$ cat config.mk
export PLATFORM = sky130hd
export DESIGN_NAME = trace_capture
export DESIGN_NICKNAME = d
export VERILOG_FILES = /design/src/rtl/trace_pkg.sv /design/src/rtl/trace_fifo.sv /design/src/rtl/trace_capture.sv
export SDC_FILE = /design/constraint.sdc
export NUM_CORES = 2
export LEC_CHECK = 0
export CORE_MARGIN = 2
export CORE_UTILIZATION = 55
export CTS_BUF_LIST = sky130_fd_sc_hd__clkbuf_2 sky130_fd_sc_hd__clkbuf_4 sky130_fd_sc_hd__clkbuf_8
export DETAILED_ROUTE_END_ITERATION = 6
export PLACE_DENSITY_LB_ADDON = 0.25
export REMOVE_ABC_BUFFERS = 1
export SYNTH_ARGS = -nofsm -noshare
export SYNTH_HDL_FRONTEND = slang
export SYNTH_SLANG_ARGS = --single-unit
$ cat constraint.sdc
create_clock -name clk_in -period 116.8 [get_ports clk_in]
set_input_delay 23.36 -clock clk_in [delete_from_list [all_inputs] [get_ports clk_in]]
set_output_delay 23.36 -clock clk_in [all_outputs]
set_load 0.05 [all_outputs]
$ cat src/rtl/trace_pkg.sv
// Shared encodings for the trace capture block: beat kinds on the trace
// output and the emitter state machine.
package trace_pkg;

    localparam int INST_W = 32;

    typedef enum logic [1:0] {
        KIND_PC   = 2'b00,
        KIND_INST = 2'b01,
        KIND_REG  = 2'b10
    } kind_e;

    typedef enum logic [1:0] {
        ST_IDLE      = 2'b00,
        ST_EMIT_PC   = 2'b01,
        ST_EMIT_INST = 2'b10,
        ST_EMIT_REG  = 2'b11
    } state_e;

endpackage

$ cat src/rtl/trace_fifo.sv
// Commit-record FIFO with show-ahead read and wrap-around pointers that carry
// an extra MSB, so full and empty fall straight out of the pointer difference.
module trace_fifo #(
    parameter int WIDTH = 8,
    parameter int DEPTH = 16
) (
    input  logic                     clk_i,
    input  logic                     rst_i,
    input  logic                     push_i,
    input  logic [WIDTH-1:0]         wdata_i,
    input  logic                     pop_i,
    output logic [WIDTH-1:0]         rdata_o,
    output logic                     full_o,
    output logic                     empty_o,
    output logic [$clog2(DEPTH):0]   level_o
);

    localparam int PW = $clog2(DEPTH);

    logic [WIDTH-1:0] mem_q [DEPTH];
    logic [PW:0]      wptr_q;
    logic [PW:0]      rptr_q;
    logic             doPush;
    logic             doPop;

    // A push into a full FIFO still lands when the same cycle frees a slot.
    assign doPop  = pop_i && !empty_o;
    assign doPush = push_i && (!full_o || doPop);

    always_ff @(posedge clk_i or posedge rst_i) begin
        if (rst_i) begin
            wptr_q <= '0;
            rptr_q <= '0;
        end else begin
            if (doPush) wptr_q <= wptr_q + 1'b1;
            if (doPop)  rptr_q <= rptr_q + 1'b1;
        end
    end

    always_ff @(posedge clk_i) begin
        if (doPush) mem_q[wptr_q[PW-1:0]] <= wdata_i;
    end

    assign rdata_o = mem_q[rptr_q[PW-1:0]];
    assign level_o = wptr_q - rptr_q;
    assign full_o  = level_o[PW];
    assign empty_o = (level_o == '0);

endmodule

$ cat src/rtl/trace_capture.sv
// Non-blocking CPU commit tracer: buffers retired instructions and replays each
// as PC, INST and register beats against a shadow copy of the register file.
module trace_capture
    import trace_pkg::*;
#(
    parameter int DATA_W    = 32,
    parameter int NREG      = 32,
    parameter int DEPTH     = 16,
    parameter int ZERO_HARD = 1
) (
    input  logic                      clk_in,
    input  logic                      reset,
    input  logic                      mode,
    input  logic                      commit_valid,
    input  logic [DATA_W-1:0]         commit_pc,
    input  logic [INST_W-1:0]         commit_inst,
    input  logic                      commit_we,
    input  logic [$clog2(NREG)-1:0]   commit_waddr,
    input  logic [DATA_W-1:0]         commit_wdata,
    output logic                      out_valid,
    input  logic                      out_ready,
    output logic [1:0]                out_kind,
    output logic [$clog2(NREG)-1:0]   out_idx,
    output logic [DATA_W-1:0]         out_data,
    output logic [15:0]               drop_cnt,
    output logic [$clog2(DEPTH):0]    fifo_level
);

    localparam int AW    = $clog2(NREG);
    localparam int REC_W = DATA_W + INST_W + 1 + AW + DATA_W;
    localparam logic [AW-1:0] ZERO_IDX = '0;
    localparam logic [AW-1:0] LAST_IDX = AW'(NREG - 1);

    logic [REC_W-1:0]  fifoWdata;
    logic [REC_W-1:0]  fifoRdata;
    logic              fifoFull;
    logic              fifoEmpty;
    logic              pop;
    logic              drop;

    logic [DATA_W-1:0] fifoPc;
    logic [INST_W-1:0] fifoInst;
    logic              fifoWe;
    logic [AW-1:0]     fifoWaddr;
    logic [DATA_W-1:0] fifoWdata2;

    state_e            state_q, state_d;
    logic              mode_q, mode_d;
    logic [INST_W-1:0] recInst_q, recInst_d;
    logic              recWe_q, recWe_d;
    logic [AW-1:0]     recWaddr_q, recWaddr_d;
    logic [DATA_W-1:0] recWdata_q, recWdata_d;
    logic              outValid_q, outValid_d;
    kind_e             outKind_q, outKind_d;
    logic [AW-1:0]     outIdx_q, outIdx_d;
    logic [DATA_W-1:0] outData_q, outData_d;
    logic [15:0]       dropCnt_q;
    logic [DATA_W-1:0] shadow_q [NREG];

    logic              fire;
    logic              advance;
    logic              deltaBeat;
    logic              shadowWe;
    logic [AW-1:0]     nextIdx;

    assign fifoWdata = {commit_pc, commit_inst, commit_we, commit_waddr, commit_wdata};
    assign {fifoPc, fifoInst, fifoWe, fifoWaddr, fifoWdata2} = fifoRdata;

    trace_fifo #(
        .WIDTH (REC_W),
        .DEPTH (DEPTH)
    ) u_fifo (
        .clk_i   (clk_in),
        .rst_i   (reset),
        .push_i  (commit_valid),
        .wdata_i (fifoWdata),
        .pop_i   (pop),
        .rdata_o (fifoRdata),
        .full_o  (fifoFull),
        .empty_o (fifoEmpty),
        .level_o (fifo_level)
    );

    assign drop      = commit_valid && fifoFull && !pop;
    assign fire      = outValid_q && out_ready;
    assign nextIdx   = outIdx_q + 1'b1;
    assign deltaBeat = recWe_q && !((ZERO_HARD != 0) && (recWaddr_q == ZERO_IDX));
    // The shadow takes the record's write at pop time, ahead of any REG beat.
    assign shadowWe  = pop && fifoWe && !((ZERO_HARD != 0) && (fifoWaddr == ZERO_IDX));

    always_ff @(posedge clk_in or posedge reset) begin
        if (reset) begin
            state_q    <= ST_IDLE;
            mode_q     <= 1'b0;
            recInst_q  <= '0;
            recWe_q    <= 1'b0;
            recWaddr_q <= '0;
            recWdata_q <= '0;
            outValid_q <= 1'b0;
            outKind_q  <= KIND_PC;
            outIdx_q   <= '0;
            outData_q  <= '0;
            dropCnt_q  <= '0;
            for (int i = 0; i < NREG; i++) shadow_q[i] <= '0;
        end else begin
            state_q    <= state_d;
            mode_q     <= mode_d;
            recInst_q  <= recInst_d;
            recWe_q    <= recWe_d;
            recWaddr_q <= recWaddr_d;
            recWdata_q <= recWdata_d;
            outValid_q <= outValid_d;
            outKind_q  <= outKind_d;
            outIdx_q   <= outIdx_d;
            outData_q  <= outData_d;
            if (drop && (dropCnt_q != 16'hFFFF)) dropCnt_q <= dropCnt_q + 16'd1;
            if (shadowWe) shadow_q[fifoWaddr] <= fifoWdata2;
        end
    end

    // Payload only moves on a handshake; finishing a record falls into the
    // shared "advance" path which either pops the next record or goes idle.
    always_comb begin
        state_d    = state_q;
        mode_d     = mode_q;
        recInst_d  = recInst_q;
        recWe_d    = recWe_q;
        recWaddr_d = recWaddr_q;
        recWdata_d = recWdata_q;
        outValid_d = outValid_q;
        outKind_d  = outKind_q;
        outIdx_d   = outIdx_q;
        outData_d  = outData_q;
        pop        = 1'b0;
        advance    = 1'b0;

        case (state_q)
            ST_IDLE: advance = 1'b1;
            ST_EMIT_PC: begin
                if (fire) begin
                    state_d   = ST_EMIT_INST;
                    outKind_d = KIND_INST;
                    outIdx_d  = '0;
                    outData_d = DATA_W'(recInst_q);
                end
            end
            ST_EMIT_INST: begin
                if (fire) begin
                    if (mode_q) begin
                        state_d   = ST_EMIT_REG;
                        outKind_d = KIND_REG;
                        outIdx_d  = ZERO_IDX;
                        outData_d = shadow_q[ZERO_IDX];
                    end else if (deltaBeat) begin
                        state_d   = ST_EMIT_REG;
                        outKind_d = KIND_REG;
                        outIdx_d  = recWaddr_q;
                        outData_d = recWdata_q;
                    end else begin
                        advance = 1'b1;
                    end
                end
            end
            ST_EMIT_REG: begin
                if (fire) begin
                    if (mode_q && (outIdx_q != LAST_IDX)) begin
                        outIdx_d  = nextIdx;
                        outData_d = shadow_q[nextIdx];
                    end else begin
                        advance = 1'b1;
                    end
                end
            end
            default: state_d = ST_IDLE;
        endcase

        if (advance) begin
            if (!fifoEmpty) begin
                pop        = 1'b1;
                state_d    = ST_EMIT_PC;
                mode_d     = mode;
                recInst_d  = fifoInst;
                recWe_d    = fifoWe;
                recWaddr_d = fifoWaddr;
                recWdata_d = fifoWdata2;
                outValid_d = 1'b1;
                outKind_d  = KIND_PC;
                outIdx_d   = '0;
                outData_d  = fifoPc;
            end else begin
                state_d    = ST_IDLE;
                outValid_d = 1'b0;
                outKind_d  = KIND_PC;
                outIdx_d   = '0;
                outData_d  = '0;
            end
        end
    end

    assign out_valid = outValid_q;
    assign out_kind  = outKind_q;
    assign out_idx   = outIdx_q;
    assign out_data  = outData_q;
    assign drop_cnt  = dropCnt_q;

endmodule

==> results.json <==
{
  "rr_worst_depth": 10,
  "wl_per_cell_um": 30.6,
  "critical_path_required_ns": 93.44,
  "hp-class": "flip-flop to flip-flop",
  "ios": 168,
  "syn_avg_cell_area_um2": 18.0,
  "finalHoldViolCount": 0,
  "powerDensity_mw_per_mm2": 27.2,
  "cts_made_buffers": 454,
  "skew_ns": 0.0777,
  "grt_max_degree": 187,
  "synthArstFlopShare": 0.416,
  "antenna_found_initial": 27,
  "place_ws_ns": 89.01,
  "drtPass1Iterations": 6,
  "p_leak_nw": 49.8,
  "cts_root_buffer": "clkbuf_8",
  "layout_commonest_cell": "edfxtp_1",
  "grt_overflow": 0,
  "clockPowerShare": 0.245,
  "yosys.area.top_type_share": 0.423,
  "endpoint_kind": "primary output",
  "synth_cells": 6426,
  "ys_warn_count": 0,
  "avgViaCountPerCell": 6.40,
  "yosysSeqAreaShare": 0.674,
  "rr_endpoint": "out_data[27]",
  "die_x_um": 463,
  "drc": 0,
  "seqPwrFrac": 0.389,
  "synthFlopType": "edfxtp_1",
  "cts_tree": "built",
  "cts_max_path_buffers": 4,
  "intPower_mw": 2.26,
  "finalSetupViolations": 0,
  "clkSinkCount": 2795,
  "crit_path_max_fanout": 44,
  "fmax_mhz": 36.5,
  "synth_cell_type_count": 69,
  "r2r-start": "out_idx[0]",
  "num_vias": 63100,
  "wirelength_um": 302000,
  "postCtsResizedCells": 0,
  "post_cts_buffers": 0,
  "grt_pass1_wl_um": 446000,
  "numPortBuffers": 167,
  "htree_levels": 5,
  "final_layout_size_suffix_gt1_frac": 0.321,
  "syn_area_mm2": 0.116,
  "topRoutingLayerUsed": "met5",
  "slew_violations": 0,
  "power_switching_share": 0.360,
  "clkTransAtPathRegs_ns": 0.06,
  "grt.total_usage": 0.283,
  "grt_pass1_vias": 65200,
  "yosys.area.top_type": "edfxtp_1",
  "min_period_ns": 27.42,
  "vdd_drop_max_mv": 0.0242,
  "gp_congestion": 0.836,
  "utilization": 0.620,
  "placementRows": 168,
  "dp_hpwl_um": 165000,
  "cp-endpoint": "fifo_level[4]",
  "cp.arrival_ns": 4.06,
  "p_switching_mw": 1.27,
  "dieArea_mm2": 0.215,
  "fin_nets": 6821,
  "synthTopCellsByArea": "edfxtp_1, dfrtp_1, mux4_2",
  "r2r_slack_ns": 109.99,
  "status": "complete, no violations",
  "dr_wl_met3_um": 27200,
  "coreArea_mm2": 0.210,
  "finalCritPeriodShare": 0.235,
  "criticalPathCategory": "flip-flop to primary output",
  "synth_enable_flop_cells": 1632,
  "drt-initial-drc-count": 6680,
  "clock_latency_ns": 1.12,
  "holdWs_ns": 0.398,
  "grt_setup_unrepaired": "false",
  "crit_path_start_kind": "flip-flop",
  "cap_viol_max_count": 0,
  "crit_start": "u_fifo.rptr_q[1]",
  "postRouteAntennaNets": 0,
  "synth_seq_cells": 2795,
  "mostFrequentLayoutCells": "edfxtp_1, dfrtp_1, mux4_2",
  "report.power.total_mw": 3.53,
  "initial_core_util": 0.553,
  "setup_tns_ns": 0,
  "worst_pin_slew_ns": 1.16,
  "pwr-share-comb": 0.366,
  "wl_met2_um": 143000,
  "area_growth_pct": 12.1,
  "hold_buffers": 0,
  "wl_met1_um": 125000,
  "relSlewSlack": 0.227,
  "die_y_um": 463,
  "worst_slack_ns": 89.38
}
-- registers in the layout, indices dropped and copies added (netlist names), 2 cells and up --
signal         count
shadow_q        1024
out_kind           2
recInst_q         32
drop_cnt          16
out_data          32
u_fifo.wptr_q      5
recWaddr_q         5
recWdata_q        32
out_idx            5
state_q            2
u_fifo.mem_q    1632
u_fifo.rptr_q      5
-- critical path, stage by stage, from the launching register on --
cell	delay [ns]
dfrtp_4	0.81
inv_4	0.28
fa_1	0.54
nand3_1	0.11
a21oi_1	0.08
nor2_1	0.23
clkdlybuf4s50_1	0.86
-- cells in the mapped netlist, types with 3 or more instances --
master and number:
a31oi_1 18, o22ai_1 106, nand2b_1 18, or3_1 3, buf_4 23, xnor2_1 10
and3_1 54, o21ai_0 41, a22oi_1 37, a21oi_1 9, a32oi_1 32, ha_1 15
buf_2 150, nand3_4 5, buf_1 65, mux2_4 150, mux2_2 393, nor3_1 15
nand4_1 9, o2bb2ai_1 192, nand2_1 633, nor2_1 18, buf_6 20, nand3_1 94
xor2_1 18, nor2b_1 7, nor3_2 6, a31oi_2 19, edfxtp_1 1632, nor4_1 3
a311oi_1 3, mux2_1 294, and2_1 4, mux4_2 703, inv_1 17, o31ai_1 4
mux2i_1 151, dfrtp_1 1163, or2_2 3, nor3b_1 5, clkbuf_1 245
-- how the worst min path moves through the flow --
stage | from | endpoint | slack, ns | depth (start not counted)
5_1_grt | shadow_q[1012] | shadow_q[1012] | 0.41 | 0
4_1_cts | shadow_q[994] | shadow_q[994] | 0.40 | 0
3_5_place_dp | shadow_q[994] | shadow_q[994] | 0.38 | 0
6_report | shadow_q[994] | shadow_q[994] | 0.40 | 0
2_1_floorplan | shadow_q[1000] | shadow_q[1000] | 0.36 | 0
3_3_place_gp | shadow_q[994] | shadow_q[994] | 0.38 | 0
-- power groups by stage --
| stage | logic [mW] | clock network, mW | registers [mW] |
|---|---|---|---|
| finish | 1.29 | 0.865 | 1.37 |
| global route | 1.37 | 0.922 | 1.39 |
| CTS | 1.29 | 0.877 | 1.37 |
| detailed placement | 1.29 | 0 | 1.39 |
| global placement | 1.27 | 0 | 1.37 |
| floorplan | 0.975 | 0 | 1.44 |
-- kinds of logic after synthesis --
group,count (synthesis),share of synthesized area
fa+ha+maj,16,0.00179
mux,1691,0.236
simple gates,887,0.0336
xor+xnor,28,0.00211
flops,2795,0.674
buf+inv,522,0.0206
compound gates,487,0.0327
-- routing by layer --
metal  vias to the layer above  global-route usage
met5                         -                   0
met2                      2919               0.438
met1                     33800               0.410
li1                      25900                   -
met3                       491              0.0627
met4                        22              0.0766
-- stage by stage --
step / area, µm² / instances
floorplan: 114000 / 5923
global placement: 121000 / 9047
detailed placement: 121000 / 9047
CTS: 130000 / 9863
global route: 130000 / 9866
finish: 130000 / 9870
-- final cells by class --
| class | count | area (µm²) |
|---|---|---|
| Fill cell | 14800 | 79600 |
| Sequential cell | 2795 | 78100 |
| Multi-Input combinational cell | 3109 | 36000 |
| Clock buffer | 691 | 8500 |
| Tap cell | 2805 | 3510 |
| Timing Repair Buffer | 319 | 2900 |
| Clock inverter | 125 | 836 |
| Inverter | 19 | 88.8 |
| Antenna cell | 7 | 17.5 |
Note: power is estimated with default switching activity, not from simulation.
